`config.mk`:
```
export PLATFORM = sky130hd
export DESIGN_NAME = score_scan_driver
export DESIGN_NICKNAME = d
export VERILOG_FILES = /design/src/rtl/score_disp_pkg.sv /design/src/rtl/seg7_decode.sv /design/src/rtl/score_scan_driver.sv
export SDC_FILE = /design/constraint.sdc
export NUM_CORES = 1
export LEC_CHECK = 0
export ABC_AREA = 1
export CORE_UTILIZATION = 54
export CTS_CLUSTER_DIAMETER = 30
export DETAILED_ROUTE_END_ITERATION = 7
export HOLD_SLACK_MARGIN = 0.03
export PLACE_DENSITY_LB_ADDON = 0.15
export SYNTH_ARGS = -nofsm -noshare
export SYNTH_HDL_FRONTEND = slang
export SYNTH_SLANG_ARGS = --single-unit
```
`constraint.sdc`:
```
create_clock -name clk -period 2.3 [get_ports clk]
set_input_delay 0.23 -clock clk [delete_from_list [all_inputs] [get_ports clk]]
set_output_delay 0.23 -clock clk [all_outputs]
set_load 0.05 [all_outputs]
```
`src/rtl/score_disp_pkg.sv`:
```
// Shared constants and types for the seven-segment score display.
// All segment patterns are active-low and ordered {g,f,e,d,c,b,a}.
package score_disp_pkg;

    localparam logic [6:0] SEG_0    = 7'b1000000;
    localparam logic [6:0] SEG_1    = 7'b1111001;
    localparam logic [6:0] SEG_2    = 7'b0100100;
    localparam logic [6:0] SEG_3    = 7'b0110000;
    localparam logic [6:0] SEG_4    = 7'b0011001;
    localparam logic [6:0] SEG_5    = 7'b0010010;
    localparam logic [6:0] SEG_6    = 7'b0000010;
    localparam logic [6:0] SEG_7    = 7'b1111000;
    localparam logic [6:0] SEG_8    = 7'b0000000;
    localparam logic [6:0] SEG_9    = 7'b0010000;
    localparam logic [6:0] SEG_DASH = 7'b0111111;
    localparam logic [6:0] SEG_OFF  = 7'b1111111;

    localparam logic [3:0] AN_OFF   = 4'b1111;

    // Scan slot: 0 = rightmost digit, 3 = leftmost digit.
    typedef logic [1:0] digit_idx_t;

endpackage

```
`src/rtl/seg7_decode.sv`:
```
// Combinational BCD to active-low seven-segment decoder.
// Non-BCD codes (10..15) are shown as a dash so bad upstream data is visible.
module seg7_decode
    import score_disp_pkg::*;
(
    input  logic [3:0] bcd_i,
    output logic [6:0] seg_o
);

    // Map each BCD value onto its segment pattern.
    always_comb begin
        seg_o = SEG_DASH;
        case (bcd_i)
            4'd0:    seg_o = SEG_0;
            4'd1:    seg_o = SEG_1;
            4'd2:    seg_o = SEG_2;
            4'd3:    seg_o = SEG_3;
            4'd4:    seg_o = SEG_4;
            4'd5:    seg_o = SEG_5;
            4'd6:    seg_o = SEG_6;
            4'd7:    seg_o = SEG_7;
            4'd8:    seg_o = SEG_8;
            4'd9:    seg_o = SEG_9;
            default: seg_o = SEG_DASH;
        endcase
    end

endmodule

```
`src/rtl/score_scan_driver.sv`:
```
// Four-digit time-multiplexed score display driver.
// Scans p2 ones/tens and p1 ones/tens onto a common-anode display
// (anodes and segments active-low), with optional leading-zero blanking
// of the tens digits and a frame-counter driven game-over flash.
module score_scan_driver
    import score_disp_pkg::*;
#(
    parameter int REFRESH_DIV = 100000,
    parameter int FLASH_BIT   = 6
) (
    input  logic       clk,
    input  logic       rst_n,
    input  logic [3:0] p1_tens,
    input  logic [3:0] p1_ones,
    input  logic [3:0] p2_tens,
    input  logic [3:0] p2_ones,
    input  logic       blank_lz,
    input  logic       flash_en,
    output logic [3:0] an,
    output logic [6:0] seg,
    output logic       dp
);

    // Prescaler width; at least one bit even for the smallest divider.
    localparam int PW = (REFRESH_DIV > 2) ? $clog2(REFRESH_DIV) : 1;
    localparam logic [PW-1:0] PRESC_LAST = PW'(REFRESH_DIV - 1);

    logic [PW-1:0] presc_q, presc_d;
    digit_idx_t    idx_q,   idx_d;
    logic [7:0]    frame_q, frame_d;
    logic [3:0]    an_q,    an_d;
    logic [6:0]    seg_q,   seg_d;

    logic       tick;
    logic [3:0] digit;
    logic [6:0] digit_seg;
    logic       lz_blank;
    logic       flash_dark;

    assign tick = (presc_q == PRESC_LAST);

    // Scan timing: prescaler wraps every REFRESH_DIV cycles, slot advances on
    // each wrap, and the frame counter advances when the last slot ends.
    always_comb begin
        presc_d = tick ? '0 : presc_q + 1'b1;
        idx_d   = tick ? idx_q + 1'b1 : idx_q;
        frame_d = (tick && idx_q == 2'd3) ? frame_q + 8'd1 : frame_q;
    end

    // Select the digit shown in the current slot.
    always_comb begin
        digit = p2_ones;
        case (idx_q)
            2'd0: digit = p2_ones;
            2'd1: digit = p2_tens;
            2'd2: digit = p1_ones;
            2'd3: digit = p1_tens;
            default: digit = p2_ones;
        endcase
    end

    seg7_decode u_decode (
        .bcd_i (digit),
        .seg_o (digit_seg)
    );

    // Odd slots carry the tens digits; only those may be blanked.
    assign lz_blank   = blank_lz && idx_q[0] && (digit == 4'd0);
    assign flash_dark = flash_en && frame_q[FLASH_BIT];

    // Next anode/segment values: one-hot-low anode unless blanked or flashed off.
    always_comb begin
        an_d  = ~(4'(1) << idx_q);
        seg_d = digit_seg;
        if (lz_blank || flash_dark) begin
            an_d  = AN_OFF;
            seg_d = SEG_OFF;
        end
    end

    // State and output registers, asynchronously cleared.
    always_ff @(posedge clk or negedge rst_n) begin
        if (!rst_n) begin
            presc_q <= '0;
            idx_q   <= '0;
            frame_q <= '0;
            an_q    <= AN_OFF;
            seg_q   <= SEG_OFF;
        end else begin
            presc_q <= presc_d;
            idx_q   <= idx_d;
            frame_q <= frame_d;
            an_q    <= an_d;
            seg_q   <= seg_d;
        end
    end

    assign an  = an_q;
    assign seg = seg_q;
    // Decimal point is reserved and always off.
    assign dp  = 1'b1;

endmodule
```
==> impl_metrics.yaml, run 1 <==
layout:
  synthToLayoutAreaGrowth_pct: 19.4
  final_layout_size_suffix_gt1_frac: 0.164
  design_area_um2: 2660
  utilization: 0.701
  antenna_cells: 0
  nFillCells: 330
  finish.net_count: 348
power:
  p_leak_nw: 1.28
  peakVddDrop_v: 0.000452
  internal_power_mw: 0.967
  power.density_nw_per_um2: 477
  p_clk_frac: 0.353
  comb_power_share: 0.118
  p_seq_frac: 0.529
  p_sw_mw: 0.304
  sw_frac_of_total: 0.239
yosys:
  synth_common_cells: "nand2_1, nor2_1, inv_1"
  yosys_warnings: 0
  synth_most_common_cell: "nand2_1"
  syn_area_per_cell_um2: 7.91
  yosysUniqueCellTypes: 34
  synth_area_leaders: "dfrtp_1, nand2_1, dfstp_2"
  ys_ff_latch: 37
  ys.flop_type: "dfrtp_1"
  synthesis.area_um2: 2230
  synth-edff-count: 0
  ys_seq_area_frac: 0.421
  synth_top_cell_by_area: "dfrtp_1"
  syn_inst: 282
  yosysTopAreaCellShare: 0.292
  syn-num-nets: 312
  async_flop_share: 1.00
place:
  dp_slack_ns: 0.170
  placed_area_um2: 2570
  place.port_buffers: 30
  gp_congestion: 0.894
  hpwl_um: 3430
clock_network:
  cts_buffer_depth: 2
  clk_pin_slew_ns: 0.07
  clock-sinks: 37
  cts-hold-fix-buffers: 0
  cts_tree: "done"
  cts_root_buf: "clkbuf_8"
  cts_made_buffers: 5
  worstSkewPairLatency_ns: 0.28
  htreeDepth: 2
drt:
  via_per_inst: 5.14
  drtAntennaViolNets: 0
  drt_pass1_iterations: 4
  routedWlPerCell_um: 12.2
  via_count: 1880
  wirelength_um: 4470
  first_iter_violations: 84
  remaining_drc_errors: 0
setup_path:
  rrSetupSlack_ns: 0.21
  crit_path_end: "seg[1]"
  reg2regPathDepth: 13
  crit_fanout: 5
  startpoint_type: "flip-flop"
  r2r_end: "seg[1]"
  required_ns: 2.50
  end_kind: "flip-flop"
  path_class: "flip-flop to flip-flop"
  crit_path_start: "idx_q[0]"
  r2r-start: "idx_q[0]"
  cp.arrival_ns: 2.30
grt:
  grt_pass1_wl_um: 7670
  gr-total-overflow: 0
  grt_usage: 0.234
  grt_max_degree: 38
  grt_pass1_vias: 1838
  antenna_found_initial: 0
sta:
  worst_pin_slew_ns: 0.797
  max_freq_ghz: 0.478
  rsz0062_at_grt: "no"
  relSlewSlack: 0.469
  min_period_ns: 2.09
  finalSetupViolCount: 0
  fin_tns_setup_ns: 0
  hold_violations: 0
  drv_slew: 0
  fin_ws_ns: 0.207
  fin_skew_ns: 0.00577
  period_share: 0.910
run_status:
  outcome: "finished, final reports clean"
worst_hold_path:
  hp-class: "input port to asynchronous set/reset pin"
job:
  drv_cap: 0
floorplanning:
  die_w_um: 66.3
  die_h_um: 66.3
  fp.dieArea_um2: 4390
  start_util: 0.587
  rows: 22
  coreArea_um2: 3800
  ios: 32
-- registers in the layout, indices dropped and copies added, names as in the netlist --
| register | count |
|---|---|
| presc_q | 17 |
| frame_q | 7 |
| seg | 7 |
| an | 4 |
| idx_q | 2 |
-- layer usage --
metal	routed length [um]	global-route usage	part of all wire	vias up
li1	-	-	-	949
met1	2070	0.278	0.46	879
met2	2160	0.404	0.48	45
met3	163	0.0517	0.036	7
met4	81	0.101	0.018	0
met5	0	0	0	-
-- cell type report --
cell class | instances | area, um^2 | share of cell area
Clock buffer | 7 | 86.3 | 0.0324
Inverter | 36 | 139 | 0.0522
Tap cell | 48 | 60.1 | 0.0226
Timing Repair Buffer | 31 | 303 | 0.114
Multi-Input combinational cell | 207 | 1130 | 0.426
Sequential cell | 37 | 940 | 0.353
-- power by group through the flow --
stage / clock network (mW) / logic [mW] / registers, mW
floorplan: 0 / 0.0434 / 0.722
finish: 0.449 / 0.150 / 0.672
global route: 0.488 / 0.163 / 0.672
global placement: 0 / 0.149 / 0.683
detailed placement: 0 / 0.151 / 0.684
CTS: 0.461 / 0.152 / 0.672
-- placed cells by master (no fill, tap or decap), types with 2 or more instances in the layout --
cell type,instances
a21oi_1,3
clkbuf_8,6
clkdlybuf4s50_1,29
dfrtp_1,26
dfstp_2,11
ha_1,9
inv_1,30
inv_2,4
nand2_1,86
nand2_2,9
nand3_1,18
nand3_2,4
nand4_1,8
nor2_1,35
nor2_4,4
nor3_1,3
o21ai_1,2
o21ai_4,3
xnor2_1,4
xor2_1,6
-- logic make-up after synthesis --
family | count (synthesis) | share of synthesized area
and+or+nand+nor | 173 | 0.359
buffers and inverters | 38 | 0.0707
DFF | 37 | 0.421
AOI/OAI and AO/OA | 13 | 0.0516
xor gates and xnor gates | 10 | 0.0393
adders and majority gates | 10 | 0.0561
other | 1 | 0.00168
-- critical path: stages (launching register included) --
cell     delay [ns]
dfrtp_1        0.42
inv_1          0.16
ha_2           0.26
nand2_1        0.07
nand2_1        0.07
nor2_1         0.06
nor2_4         0.13
inv_2          0.08
ha_1           0.21
and3_1         0.19
nand3_2        0.09
nand2_4        0.07
nor2_4         0.13
nand2_1        0.09
-- what timing repair did --
| item | in CTS | in global routing |
|---|---|---|
| gates resized for setup | 0 | 1 |
| buffers inserted | 0 | 0 |
| setup endpoints to repair | 0 | 2 |
-- metrics by stage --
step / power, mW / std cells / hold slack, ns
floorplan: 0.765 / 282 / -0.0656
global placement: 0.832 / 359 / 0.357
CTS: 1.28 / 366 / 0.0513
global route: 1.32 / 366 / 0.105
finish: 1.27 / 366 / 0.0336
detailed placement: 0.835 / 359 / 0.358
-- worst min path at each step --
stage | from | endpoint | slack [ns] | cells past startpoint
after global routing | rst_n | presc_q[10] | 0.11 | 1
final | rst_n | presc_q[0] | 0.03 | 1
after CTS | rst_n | presc_q[10] | 0.05 | 1
after floorplan | rst_n | frame_q[0] | -0.07 | 0
after global placement | rst_n | presc_q[2] | 0.36 | 1
after detailed placement | rst_n | presc_q[0] | 0.36 | 1
Note: power is estimated with default switching activity, not from simulation.
==> run 2: changes to the inputs <==
Settings changed: CELL_PAD_IN_SITES_DETAIL_PLACEMENT set to 0, CELL_PAD_IN_SITES_GLOBAL_PLACEMENT set to 1, CORE_UTILIZATION 54 to 40.
==> impl_metrics.yaml, run 2 (synthesis results as in run 1) <==
run_status:
  outcome: "finished, final reports clean"
sta:
  hold_violations: 0
  rsz0062_at_grt: "no"
  fin_skew_ns: 0.0112
  finalSetupViolCount: 0
  relSlewSlack: 0.456
  fin_ws_ns: 0.233
  worst_pin_slew_ns: 0.817
  min_period_ns: 2.07
  drv_slew: 0
  max_freq_ghz: 0.484
  period_share: 0.899
  fin_tns_setup_ns: 0
clock_network:
  cts_resized: 0
  post_cts_buffers: 0
  cts_made_buffers: 5
  cts_buffer_depth: 2
  cts-hold-fix-buffers: 0
  worstSkewPairLatency_ns: 0.29
  htreeDepth: 2
  clock-sinks: 37
  clk_pin_slew_ns: 0.08
  cts_tree: "done"
  cts_root_buf: "clkbuf_8"
layout:
  final_cell_mix: "nand2_1, nor2_1, inv_1"
  design_area_um2: 2690
  layout_commonest_cell: "nand2_1"
  synthToLayoutAreaGrowth_pct: 20.7
  largest_register: "presc_q"
  finish.net_count: 348
  final_layout_size_suffix_gt1_frac: 0.160
  antenna_cells: 0
  nFillCells: 523
  largest_register_ffs: 17
worst_hold_path:
  hp-class: "input port to asynchronous set/reset pin"
job:
  drv_cap: 0
drt:
  wirelength_um: 4410
  remaining_drc_errors: 0
  via_count: 1777
  via_per_inst: 4.57
  routedWlPerCell_um: 11.3
  first_iter_violations: 72
  drt_pass1_iterations: 4
  drtAntennaViolNets: 0
setup_path:
  end_kind: "flip-flop"
  required_ns: 2.51
  path_class: "flip-flop to flip-flop"
  rrSetupSlack_ns: 0.23
  cp.arrival_ns: 2.28
  startpoint_type: "flip-flop"
  reg2regPathDepth: 13
  r2r_end: "seg[1]"
  r2r-start: "idx_q[0]"
  crit_fanout: 5
power:
  fin_total_pwr_mw: 1.28
  peakVddDrop_v: 0.000247
  power.density_nw_per_um2: 477
  p_leak_nw: 1.28
floorplanning:
  ios: 32
  rows: 26
  fp.dieArea_um2: 5880
  die_w_um: 76.7
  die_h_um: 76.7
  coreArea_um2: 5240
  start_util: 0.426
grt:
  gr-total-overflow: 0
  antenna_found_initial: 0
  grt_max_degree: 38
  grt_usage: 0.171
  grt_pass1_vias: 1745
  grt_pass1_wl_um: 7900
place:
  place.port_buffers: 30
  placed_area_um2: 2600
  hpwl_um: 3360
  gp_congestion: 0.845
  dp_slack_ns: 0.238
[run 2: changes by cell type in the layout (fill, tap and decap cells not counted)]
cell / delta
ha_2: -1
clkbuf_1: +1
ha_1: +1
[run 2: where the power goes]
part           switching (mW)  internal (mW)
clock                   0.219          0.244
sequential            0.00334          0.668
combinational          0.0881         0.0606
total                   0.311          0.973
[run 2: routing by layer]
metal,share of wire,vias up,GRT usage
met2,0.43,30,0.266
met5,0,-,0
met4,0.016,0,0.0712
met1,0.52,792,0.231
met3,0.032,8,0.0357
li1,-,947,-
[run 2: worst max-delay path by stage]
stage,start,endpoint,slack (ns),depth (start not counted)
after floorplan,idx_q[0],seg[0],0.43,13
after global placement,idx_q[0],seg[5],0.28,13
after detailed placement,idx_q[0],seg[1],0.24,13
after CTS,idx_q[0],seg[1],0.22,13
after global routing,idx_q[0],seg[3],0.06,13
final,idx_q[0],seg[1],0.23,13
[run 2: layout make-up]
cell class,count,area [um^2],area share
flip-flops and latches,37,940,0.349
multi-input cells,207,1130,0.421
repair buffers,31,303,0.113
inverters,36,139,0.0516
clock buffers,8,90.1,0.0335
well taps,70,87.6,0.0325
[run 2: through the flow]
stage	hold WS, ns	util	std cells
global route	0.105	0.514	389
floorplan	-0.0656	-	282
detailed placement	0.388	0.497	381
CTS	0.0642	0.514	389
global placement	0.373	0.497	381
finish	0.0378	0.514	389
[run 2: worst max-delay path, stage by stage (launching register included)]
cell and delay, ns:
dfrtp_1 0.42, inv_1 0.14, ha_1 0.28, nand2_1 0.07, nand2_1 0.07, nor2_1 0.06, nor2_4 0.14, inv_2 0.07
ha_1 0.20, and3_1 0.19, nand3_2 0.09, nand2_4 0.07, nor2_4 0.12, nand2_1 0.07
